===== src/rtl/mem_port_arbiter.sv =====
// mem_port_arbiter: shares one main-memory port between N_REQ cache controllers.
// Each request is latched into a per-requester pending slot. Slots are granted
// round-robin, one memory transaction at a time, and the completion goes back
// only to the owning requester.
// Optional watchdog: define MEM_ARB_TIMEOUT_EN to add a WAIT-cycle limit of
// TIMEOUT_CYC and the sticky err_timeout output.
module mem_port_arbiter #(
  parameter int N_REQ       = 2,
  parameter int AW          = 32,
  parameter int DW          = 128,
  parameter int TIMEOUT_CYC = 256
) (
  input  logic                     clk,
  input  logic                     rst,
  input  logic [N_REQ-1:0]         req_valid,
  input  logic [N_REQ-1:0]         req_rw,
  input  logic [N_REQ*AW-1:0]      req_addr,
  input  logic [N_REQ*DW-1:0]      req_data,
  output logic [N_REQ-1:0]         rsp_ready,
  output logic [DW-1:0]            rsp_data,
  output logic                     mem_valid,
  output logic                     mem_rw,
  output logic [AW-1:0]            mem_addr,
  output logic [DW-1:0]            mem_wdata,
  input  logic                     mem_ready,
  input  logic [DW-1:0]            mem_rdata,
  output logic                     busy,
  output logic [$clog2(N_REQ)-1:0] owner,
  output logic                     err_overflow
`ifdef MEM_ARB_TIMEOUT_EN
  ,
  output logic                     err_timeout
`endif
);

  localparam int          OW = $clog2(N_REQ);
  localparam int unsigned NR = N_REQ;

  typedef enum logic [1:0] {IDLE, ISSUE, WAIT} state_t;

  state_t            state, state_nxt;
  logic [N_REQ-1:0]  pending, valid_q, capture, dup, done_mask;
  logic              slot_rw   [N_REQ];
  logic [AW-1:0]     slot_addr [N_REQ];
  logic [DW-1:0]     slot_data [N_REQ];
  logic [OW-1:0]     rr_ptr, pick;
  logic              any_pending, done, timed_out;

  assign busy      = (state != IDLE);
  assign mem_valid = (state == ISSUE);
  assign done      = (state == WAIT) && (mem_ready || timed_out);
  assign done_mask = done ? (N_REQ'(1) << owner) : '0;

`ifdef MEM_ARB_TIMEOUT_EN
  localparam int CW = $clog2(TIMEOUT_CYC + 1);
  logic [CW-1:0] wait_cnt;

  // The last allowed WAIT cycle is the TIMEOUT_CYC-th one after ISSUE.
  assign timed_out = (state == WAIT) && !mem_ready && (wait_cnt == CW'(TIMEOUT_CYC - 1));

  // Watchdog counter: cleared in ISSUE, counts WAIT cycles; sticky timeout flag.
  always_ff @(posedge clk) begin
    if (!rst) begin
      wait_cnt    <= '0;
      err_timeout <= 1'b0;
    end else begin
      if (state == ISSUE)
        wait_cnt <= '0;
      else if (state == WAIT)
        wait_cnt <= wait_cnt + CW'(1);
      if (timed_out)
        err_timeout <= 1'b1;
    end
  end
`else
  // Watchdog disabled: WAIT lasts until mem_ready. TIMEOUT_CYC is only kept so
  // both builds accept the same parameter list.
  assign timed_out = (TIMEOUT_CYC < 0) && 1'b0;
`endif

  // Round-robin pick: the first pending slot at or after rr_ptr, wrapping.
  always_comb begin
    int unsigned   idx;
    logic [OW-1:0] cand;
    idx         = 0;
    cand        = '0;
    pick        = '0;
    any_pending = 1'b0;
    // Scan from the farthest candidate back to rr_ptr so the nearest one wins.
    for (int unsigned k = 0; k < NR; k++) begin
      idx  = (32'(rr_ptr) + NR - 1 - k) % NR;
      cand = OW'(idx);
      if (pending[cand]) begin
        pick        = cand;
        any_pending = 1'b1;
      end
    end
  end

  // Slot capture and overflow detection per requester.
  always_comb begin
    capture = '0;
    dup     = '0;
    for (int unsigned i = 0; i < NR; i++) begin
      // A slot being completed this cycle counts as empty, so a new request wins.
      if (req_valid[i] && (!pending[i] || done_mask[i]))
        capture[i] = 1'b1;
      else if (req_valid[i] && !valid_q[i] && !(busy && owner == OW'(i)))
        dup[i] = 1'b1;
    end
  end

  // Next-state logic.
  always_comb begin
    state_nxt = state;
    case (state)
      IDLE:    if (any_pending) state_nxt = ISSUE;
      ISSUE:   state_nxt = WAIT;
      WAIT:    if (done) state_nxt = IDLE;
      default: state_nxt = IDLE;
    endcase
  end

  // State register.
  always_ff @(posedge clk) begin
    if (!rst) state <= IDLE;
    else      state <= state_nxt;
  end

  // Pending flags, grant, memory request fields, response and error flags.
  always_ff @(posedge clk) begin
    if (!rst) begin
      pending      <= '0;
      valid_q      <= '0;
      rr_ptr       <= '0;
      owner        <= '0;
      rsp_ready    <= '0;
      rsp_data     <= '0;
      mem_rw       <= 1'b0;
      mem_addr     <= '0;
      mem_wdata    <= '0;
      err_overflow <= 1'b0;
    end else begin
      valid_q   <= req_valid;
      pending   <= (pending & ~done_mask) | capture;
      rsp_ready <= done_mask;
      if (done) begin
        rsp_data <= timed_out ? '0 : mem_rdata;
        rr_ptr   <= (32'(owner) == NR - 1) ? '0 : owner + 1'b1;
      end
      if (state == IDLE && any_pending) begin
        owner     <= pick;
        mem_rw    <= slot_rw[pick];
        mem_addr  <= slot_addr[pick];
        mem_wdata <= slot_data[pick];
      end
      if (|dup)
        err_overflow <= 1'b1;
    end
  end

  // Slot payload storage; written only when the slot accepts a request.
  always_ff @(posedge clk) begin
    for (int unsigned i = 0; i < NR; i++) begin
      if (capture[i]) begin
        slot_rw[i]   <= req_rw[i];
        slot_addr[i] <= req_addr[i*AW +: AW];
        slot_data[i] <= req_data[i*DW +: DW];
      end
    end
  end

endmodule


===== config.mk =====
export PLATFORM = sky130hd
export DESIGN_NAME = mem_port_arbiter
export DESIGN_NICKNAME = d
export VERILOG_FILES = /design/src/rtl/mem_port_arbiter.sv
export SDC_FILE = /design/constraint.sdc
export NUM_CORES = 1
export LEC_CHECK = 0
export CAP_MARGIN = 25
export CORE_AREA = 2 2 294 296
export CTS_BUF_LIST = sky130_fd_sc_hd__clkbuf_2
export DETAILED_ROUTE_END_ITERATION = 10
export DIE_AREA = 0 0 296 298
export SLEW_MARGIN = 5
export SYNTH_ARGS = -nofsm -noshare
export SYNTH_HDL_FRONTEND = slang
export SYNTH_SLANG_ARGS = --single-unit

===== constraint.sdc =====
create_clock -name clk -period 27.1 [get_ports clk]
set_input_delay 4.065 -clock clk [delete_from_list [all_inputs] [get_ports clk]]
set_output_delay 4.065 -clock clk [all_outputs]
set_load 0.01 [all_outputs]

Word-level counts from Yosys, hierarchy flattened --
Memories as Yosys holds them, arrays and structs flattened. A register that Yosys moved wholly into a read port is not among the register bits. Index checks and enable logic that the tools add are counted.
Operators by class: $add $sub $neg 4, $lt $le $gt $ge 2, eq/ne operators 4, shift operators 1, mux-type cells 23, bitwise gates (word level) 4, reductions and logical operators 25
Operator list (count):
- $mux 1 | 19
- $logic_and 1x1->1 | 10
- $logic_not 1->1 | 9
- $mux 2 | 3
- $pmux 2 s3 | 1
- $lt 1x2->1 const B | 2
- $ne 2x2->1 const B | 2
- $add 1x1->1 const B | 2
- $and 2x2->2 | 1
- $eq 2x1->1 const B | 1
- $eq 2x2->1 const B | 1
- $logic_not 2->1 | 1
- $logic_or 1x1->1 | 2
- $not 2->2 | 1
- $or 2x2->2 | 1
- $reduce_and 2->1 | 1
- $reduce_bool 2->1 | 1
- $reduce_or 2->1 | 1
- $shl 1x1->2 const A | 1
- $sub 1x1->1 const B | 2
- $not 1->1 | 1
Storage, ports and cells: flip-flop bits (word level) 139, RAM bits 322, input port bits 455, output and inout bits 295, logic and storage cells 74, memories 3
Memories:
- slot_data | depth 2, width 128, rd ports 1, clocked after memory_dff 1, wr ports 2, RTL line 45 | logic [DW-1:0] slot_data [N_REQ];
- slot_addr | depth 2, width 32, rd ports 1, clocked after memory_dff 1, wr ports 2, RTL line 44 | logic [AW-1:0] slot_addr [N_REQ];
- slot_rw | depth 2, width 1, rd ports 1, clocked after memory_dff 1, wr ports 2, RTL line 43 | logic slot_rw [N_REQ];

Longest topological paths before layout --
word-level depth 8, mapped depth 6, mapped depth without buffers 4

Worst setup path after synthesis --
Ideal clock, no wire load.
path type input to register, start input port mem_ready, end memory slot_addr[1][0] (enable), arrival 16.253 ns, data required time 26.170 ns, setup slack 9.917 ns, cell stages on the path 5, buffers on the path 2, cell sequence and3b_1 > clkbuf_1 > buf_2 > nand2_1 > a21boi_0
RTL lines:
- from (decl) | RTL line 25 | input logic mem_ready,
- to (decl) | RTL line 44

Final worst setup path --
start register state[1], end output port busy
Between the ends: word-level cells in the longest chain between the ends 1
RTL lines:
- from (decl) | RTL line 41 | state_t state, state_nxt;
- from (signal assigned) | RTL line 127 | else state <= state_nxt;
- $reduce_bool 2->1 | RTL line 49 | assign busy = (state != IDLE);
- to (decl) | RTL line 27 | output logic busy,
No other way between the ends.

==> results.cfg <==
[sta]
setup_tns_ps = 0
drv_slew = 0
hold_violations = 0
fmax_ghz = 0.146
slew_headroom_pct = 28.4
rsz0062_at_grt = false
min_period_over_period_pct = 25.3
final.min_clock_period_ps = 6850
fin_skew_ps = 94.8
setup_viol = 0
worstMarginPinSlew_ps = 1070

[global_route]
grt_pass1_vias = 19400
overflow = 0
grt_max_degree = 126
grtUsageTotal_pct = 18.2
antenna_found_initial = 24
grt_first_pass_wirelength_um = 121000

[layout]
final_cell_mix = clkdlybuf4s50_1 (748), edfxtp_1 (322), dfxtp_1 (299)
utilization_pct = 39.3
stdcell_count = 3922
area_growth_pct = 43.5
layout_commonest_cell = clkdlybuf4s50_1
final_cell_area_um2 = 33400
nets = 3082
drive_above_1_share_pct = 11.6

[logic_synthesis]
yosysSeqAreaShare_pct = 67.4
synth_top_area_cell = edfxtp_1
yosys.area.top_type_share_pct = 41.6
syn_area_um2 = 23300
synth-seq-cells = 622
syn_nets = 2325
ys_types = 32
postSynthCellCount = 1870
yosys_warnings = 0
syn_area_per_cell_um2 = 12.4
netlist_top_cells_area = edfxtp_1 (42%), dfxtp_1 (26%), o311a_1 (6.9%), a21boi_0 (5.2%), o21bai_1 (5.2%)

[route]
wl_um = 83500
drt_first_pass_iters = 5
wl_per_cell_um = 21.3
drtIter0Drc = 769
ant_nets = 0
via_per_inst = 4.75
vias = 18600
drc = 0

[clocking]
cts_sinks = 622
clockRootBuffer = clkbuf_2
cts_setup_buffers = 0
cts.htree.levels = 4
clockBufferDepth = 3
hold_buffers = 0
clk_pin_slew_ps = 100
cts_resized = 0
cts_tree = built
clk_latency_ps = 1320
cts-buffers-inserted = 166

[placement]
gp_congestion = 0.794
dp_cells = 3601
io_buffers = 749
hpwl_um = 55100
placed_area_um2 = 31700

[floorplan]
fp.dieH_um = 298
placementRows = 107
die_area_um2 = 88200
dieWidth_um = 296
start_util_pct = 27.4
core_area_um2 = 84900
top_level_ports = 750

[setup_path]
startpoint = state[1]
crit_path_end = busy
critPathArrivalTime_ps = 2780
cp-start-kind = flip-flop
r2r_setup_slack_ps = 23680
r2r-end = slot_data[1][1]
crit_type = flip-flop to primary output
cp-end-kind = primary output
timing.rr.start = state[0]
required_ps = 23030
reg2regPathDepth = 5
cp_max_fo = 32

[power_and_ir_drop]
comb_power_share_pct = 17.7
power.density_nw_per_um2 = 65.1
vdd_drop_max_v = 0.0000313
switching_share_pct = 28.7
clkPwrFrac_pct = 31.8
p_leak_nw = 12.6
sequentialPowerShare_pct = 50.5
p_total_mw = 2.17
p_switching_mw = 0.624
p_int_mw = 1.55

[job]
drv_cap = 0

[worst_hold_path]
holdCritPathClass = flip-flop to flip-flop
holdPathStages = 1

[outcome]
status = completed
[kinds of logic (layout without fill, tap and decap cells)]
logic type	Yosys count	in the layout	share of synthesized area, %
DFF	622	622	67.4
AOI/OAI and AO/OA	623	623	20.4
and+or+nand+nor	436	436	8.94
buffers and inverters	189	1082	3.25
other	0	15	0
[critical path: stages (launching register included)]
cell and delay, ps:
dfxtp_1 360, nor2_2 350, inv_6 220, clkdlybuf4s50_1 540
[power groups by stage]
stage,Combinational [mW],Sequential [mW],Clock [mW]
final,0.384,1.10,0.692
after global routing,0.413,1.10,0.775
after CTS,0.389,1.10,0.729
after detailed placement,0.387,1.12,0
after global placement,0.377,1.12,0
after floorplan,0.155,1.14,0
[metal layers]
| metal | GRT usage [%] | routed length, um | vias up |
|---|---|---|---|
| met5 | 0 | 108 | - |
| met4 | 10.1 | 3360 | 16 |
| met3 | 7.04 | 7710 | 171 |
| met2 | 30.8 | 41200 | 773 |
| met1 | 19.5 | 31100 | 9045 |
| li1 | - | - | 8620 |
[cell usage after synthesis (all sizes together)]
cell / count
clkbuf: 153
a21oi: 131
nand3: 1
and2: 2
a32oi: 1
nor2b: 2
nand2b: 1
o41ai: 1
nand2: 258
inv: 4
edfxtp: 322
nor3: 1
o21ai: 5
nor2: 6
o21bai: 161
o311a: 161
a21boi: 162
nor3b: 1
buf: 32
and3b: 1
a31o: 1
dfxtp: 300
nand3b: 1
and3: 162
[sequential cells by signal (all words and copies together), names as in the netlist]
register      flops
err_overflow      1
mem_addr         32
mem_rw            1
mem_wdata       128
owner             1
pending           2
rr_ptr            1
rsp_data        128
rsp_ready         2
slot_addr        64
slot_data       256
slot_rw           2
state             2
valid_q           2
[layout make-up]
| class | instances | area (um2) |
|---|---|---|
| Fill cell | 8257 | 51500 |
| Inverter | 4 | 22.5 |
| Clock inverter | 43 | 287 |
| Multi-Input combinational cell | 1059 | 6860 |
| Sequential cell | 622 | 15700 |
| Antenna cell | 15 | 37.5 |
| Clock buffer | 261 | 1310 |
| Tap cell | 1144 | 1430 |
| Timing Repair Buffer | 774 | 7750 |
[through the flow]
stage               setup WS (ps)  hold WS, ps
detailed placement          19500          420
global route                19980          413
floorplan                    9920          397
global placement            19510          415
CTS                         19950          403
finish                      20250          403
[how the worst min path moves through the flow]
stage	to	startpoint	slack [ps]
2_1_floorplan	err_overflow	valid_q[0]	400
3_3_place_gp	err_overflow	valid_q[0]	410
3_5_place_dp	err_overflow	valid_q[0]	420
4_1_cts	err_overflow	valid_q[0]	400
5_1_grt	err_overflow	valid_q[0]	410
6_report	err_overflow	valid_q[0]	400
Note: power is estimated with default switching activity, not from simulation.
